<file path="config.mk">
export PLATFORM = sky130hd
export DESIGN_NAME = detect_01011
export DESIGN_NICKNAME = d
export VERILOG_FILES = /design/src/rtl/lock_pkg.sv /design/src/rtl/lock_sym_decode.sv /design/src/rtl/detect_01011.sv
export SDC_FILE = /design/constraint.sdc
export NUM_CORES = 1
export LEC_CHECK = 0
export CORE_AREA = 2 2 39 41
export CTS_CLUSTER_DIAMETER = 150
export DETAILED_ROUTE_END_ITERATION = 6
export DIE_AREA = 0 0 41 43
export GPL_TIMING_DRIVEN = 0
export PLACE_DENSITY_LB_ADDON = 0.3
export SLEW_MARGIN = 30
export SYNTH_ARGS = -nofsm -noshare
export SYNTH_HDL_FRONTEND = slang
export SYNTH_SLANG_ARGS = --single-unit
</file>
<file path="constraint.sdc">
create_clock -name clk -period 3 [get_ports clk]
set_input_delay 0.9 -clock clk [delete_from_list [all_inputs] [get_ports clk]]
set_output_delay 0.9 -clock clk [all_outputs]
set_load 0.1 [all_outputs]
</file>
<file path="src/rtl/lock_pkg.sv">
// Shared types for the two-button code lock: FSM states and decoded button symbols.
package lock_pkg;

    // One-hot: each state is the longest matched prefix of the code 0,1,0,1,1.
    typedef enum logic [5:0] {
        S_IDLE = 6'b000001,
        S_0    = 6'b000010,
        S_01   = 6'b000100,
        S_010  = 6'b001000,
        S_0101 = 6'b010000,
        S_OPEN = 6'b100000
    } lock_state_t;

    typedef enum logic [1:0] {
        SYM_NONE = 2'b00,
        SYM_0    = 2'b01,
        SYM_1    = 2'b10,
        SYM_BAD  = 2'b11
    } sym_t;

endpackage

</file>
<file path="src/rtl/lock_sym_decode.sv">
// Combinational decode of the two debounced buttons into one symbol per clock.
module lock_sym_decode
    import lock_pkg::*;
(
    input  logic b0,
    input  logic b1,
    output sym_t sym
);

    always_comb begin
        sym = SYM_NONE;
        case ({b1, b0})
            2'b01:   sym = SYM_0;
            2'b10:   sym = SYM_1;
            2'b11:   sym = SYM_BAD;
            default: sym = SYM_NONE;
        endcase
    end

endmodule

</file>
<file path="src/rtl/detect_01011.sv">
// Moore detector for the overlapping code 0,1,0,1,1; unlock is a one-cycle pulse
// driven straight from a flop so the door actuator never sees a decode glitch.
module detect_01011
    import lock_pkg::*;
(
    input  logic clk,
    input  logic reset,
    input  logic b0,
    input  logic b1,
    output logic unlock
);

    sym_t        sym;
    lock_state_t state, state_nxt;
    logic        unlock_q;

    lock_sym_decode u_dec (
        .b0  (b0),
        .b1  (b1),
        .sym (sym)
    );

    // unlock_q tracks (state == S_OPEN) exactly, since it is loaded from the same next-state.
    always_ff @(posedge clk or negedge reset) begin
        if (!reset) begin
            state    <= S_IDLE;
            unlock_q <= 1'b0;
        end else begin
            state    <= state_nxt;
            unlock_q <= (state_nxt == S_OPEN);
        end
    end

    always_comb begin
        state_nxt = state;
        case (state)
            S_IDLE: begin
                if (sym == SYM_0) state_nxt = S_0;
            end
            S_0: begin
                if (sym == SYM_1) state_nxt = S_01;
            end
            S_01: begin
                if (sym == SYM_0)      state_nxt = S_010;
                else if (sym == SYM_1) state_nxt = S_IDLE;
            end
            S_010: begin
                if (sym == SYM_0)      state_nxt = S_0;
                else if (sym == SYM_1) state_nxt = S_0101;
            end
            S_0101: begin
                if (sym == SYM_0)      state_nxt = S_010;
                else if (sym == SYM_1) state_nxt = S_OPEN;
            end
            // The code has no self-overlap, so leaving OPEN looks like leaving IDLE.
            S_OPEN: begin
                state_nxt = (sym == SYM_0) ? S_0 : S_IDLE;
            end
            default: state_nxt = S_IDLE;
        endcase
        if (sym == SYM_BAD) state_nxt = S_IDLE;
    end

    assign unlock = unlock_q;

endmodule

</file>
==> results.yml <==
status:
  outcome: "complete, no violations"
critical_path:
  critical_path_class: "flip-flop to output pin"
  path_depth: 1
  cp_max_fo: 1
  reg2reg_depth: 3
  critPathBufInv: 1
  cp_top_family: "buffers and inverters"
  slowest_delay_ps: 1120
  path_cells: "clkdlybuf4s50_1"
  cpMaxStageDelayCell: "clkdlybuf4s50_1"
  critPathCaptureType: "output pin"
  worst_ep_required_time_ps: 2100
  arrival_ps: 1680
  start_kind: "flip-flop"
floorplanning:
  num_rows: 14
  die_y_um: 43
  ios: 5
  coreArea_mm2: 0.00138
  die_area_mm2: 0.00176
  start_util_pct: 32.6
  fp.dieW_um: 41
clocking:
  cts_max_path_buffers: 2
  clkSlewWorstSetupHoldPaths_ps: 50
  numCtsBuffers: 3
  postCtsHoldBufs: 0
  cts_num_sinks: 7
  post_cts_resized: 0
  clk_latency_ps: 250
  cts_setup_buffers: 0
  cts_root_buffer: "clkbuf_4"
  htreeDepth: 1
  cts_tree: "done"
yosys:
  synth_area_leaders: "dfrtp_1, dfstp_2, and3b_1, nor4b_1, or3b_2"
  synth_top_cell_by_area: "dfrtp_1"
  synth_cell_types: 30
  yosysTopAreaCellShare_pct: 33.2
  netlist_area_um2: 452
  synth_area_per_cell_um2: 9.41
  synth_warnings: 0
  netlist_instances: 48
  synth_fp_nets: 52
  ys_ff_latch: 7
  seq_area_frac_synth_pct: 39.1
sta:
  fin_crit_sh_pct: 85.9
  holdWs_ps: 559
  timing.final.hold_violations: 0
  maxSlewViolCount: 0
  max_freq_ghz: 0.388
  worst_slack_ps: 422
  rsz0062_at_grt: "no"
  fin_skew_ps: 5.05
  worstMarginPinSlew_ps: 958
  slew_headroom_pct: 35.9
  setup_tns_ps: 0
  setup_viol: 0
  min_period_ps: 2580
placed_design:
  dp_worst_setup_slack_ps: 614
  dp_hpwl_um: 655
  io_buffers: 3
  gp_congestion: 0.796
  place_inst: 67
pwr:
  powerDensity_mw_per_mm2: 506
  vdd.ir_drop.worst_v: 0.000322
  p_leak_nw: 0.218
routing:
  ant_nets: 0
  wire_per_inst_um: 12.6
  finalWirelength_um: 893
  drc: 0
  viasPerCell: 5.54
  dr.first_iter.drc_count: 10
  first_pass_iters: 4
  num_vias: 393
global_routing:
  grt_pass1_wl_um: 1470
  grt_start_max_net_pins: 11
  grt_use_total_pct: 12.4
  antenna_found_initial: 0
  grt_overflow: 0
  grt_pass1_vias: 355
layout:
  final_common_cell: "dfrtp_1"
  diodes: 0
  drive_gt1_share_pct: 20.0
  final_nets: 60
  fin_util_pct: 38.2
  final_cells: 71
  syn2layout_area_growth_pct: 16.9
run:
  drv_cap: 0
hold_path:
  hold_path.class: "flip-flop to flip-flop"
  whs_path_depth: 2
kinds of logic after synthesis:
group                  after synthesis  synth area share (%)
flip-flops                           7                  39.1
AO/OA/AOI/OAI                       13                  21.1
AND/OR/NAND/NOR                     19                  29.4
XOR/XNOR                             2                  3.88
buffers and inverters                7                  6.65
power breakdown:
part	leakage (nW)	switching, W	internal (W)	total (W)
Clock	0.0150	0.0000319	0.0000506	0.0000824
Combinational	0.109	0.0000295	0.0000322	0.0000617
Sequential	0.0937	0.0000135	0.000109	0.000123
path summary, 6_finish.rpt:
kind | from | to | slack, ps
min reg2reg | state[4]$_DFF_PN0_ | state[2]$_DFF_PN0_ | 560
max in group asynchronous | reset | state[0]$_DFF_PN1_ | 1820
min | state[4]$_DFF_PN0_ | state[2]$_DFF_PN0_ | 560
max reg2reg | state[1]$_DFF_PN0_ | unlock$_DFF_PN0_ | 1430
min in group asynchronous | reset | state[2]$_DFF_PN0_ | 900
max | unlock$_DFF_PN0_ | unlock | 420
worst reg2reg max path: stages, from the launching register on:
cell	delay, ps
dfrtp_1	420
or2_1	280
or4_4	430
nor4b_1	310
through the flow:
stage | total power (W) | instance area (µm²)
2_1_floorplan | 0.000169 | 452
3_3_place_gp | 0.000187 | 502
3_5_place_dp | 0.000186 | 502
4_1_cts | 0.000270 | 528
5_1_grt | 0.000289 | 528
6_report | 0.000267 | 528
synth_stat cells:
| cell | instances |
|---|---|
| dfstp_2 | 1 |
| nor4_1 | 2 |
| dfrtp_1 | 6 |
| or3b_2 | 2 |
| o2111ai_1 | 1 |
| nand3_1 | 1 |
| buf_2 | 3 |
| nand3b_1 | 1 |
| and3b_1 | 2 |
| or2_1 | 1 |
| o21ai_1 | 1 |
| or4_1 | 1 |
| a211oi_1 | 1 |
| a2111oi_0 | 1 |
| o2bb2ai_1 | 1 |
| clkbuf_1 | 2 |
| inv_1 | 2 |
| o21ai_0 | 2 |
| nor3_1 | 1 |
| nor3b_1 | 1 |
| a21o_1 | 1 |
| nor2_1 | 3 |
| a2111oi_2 | 1 |
| xor2_1 | 2 |
| or3_1 | 1 |
| or4_4 | 1 |
| a31oi_1 | 1 |
| o211ai_1 | 1 |
| a21oi_1 | 2 |
| nor4b_1 | 2 |
flip-flops by register name, indices dropped and copies added, names as in the netlist:
signal and count:
state 6, unlock 1
cell type report:
type	instances	area, µm²
Multi-Input combinational cell	34	245
Inverter	2	7.51
Clock buffer	4	26.3
Tap cell	16	20.0
Timing Repair Buffer	3	30.0
Fill cell	151	856
Buffer	5	22.5
Sequential cell	7	176
metal layers:
| layer | GRT usage, % | wire length [µm] | up-vias |
|---|---|---|---|
| met5 | 0 | 0 | - |
| met4 | 0 | 0 | 0 |
| met3 | 9.42 | 46 | 0 |
| met2 | 17.5 | 429 | 8 |
| met1 | 16.1 | 417 | 188 |
| li1 | - | - | 197 |
Note: power is estimated with default switching activity, not from simulation.
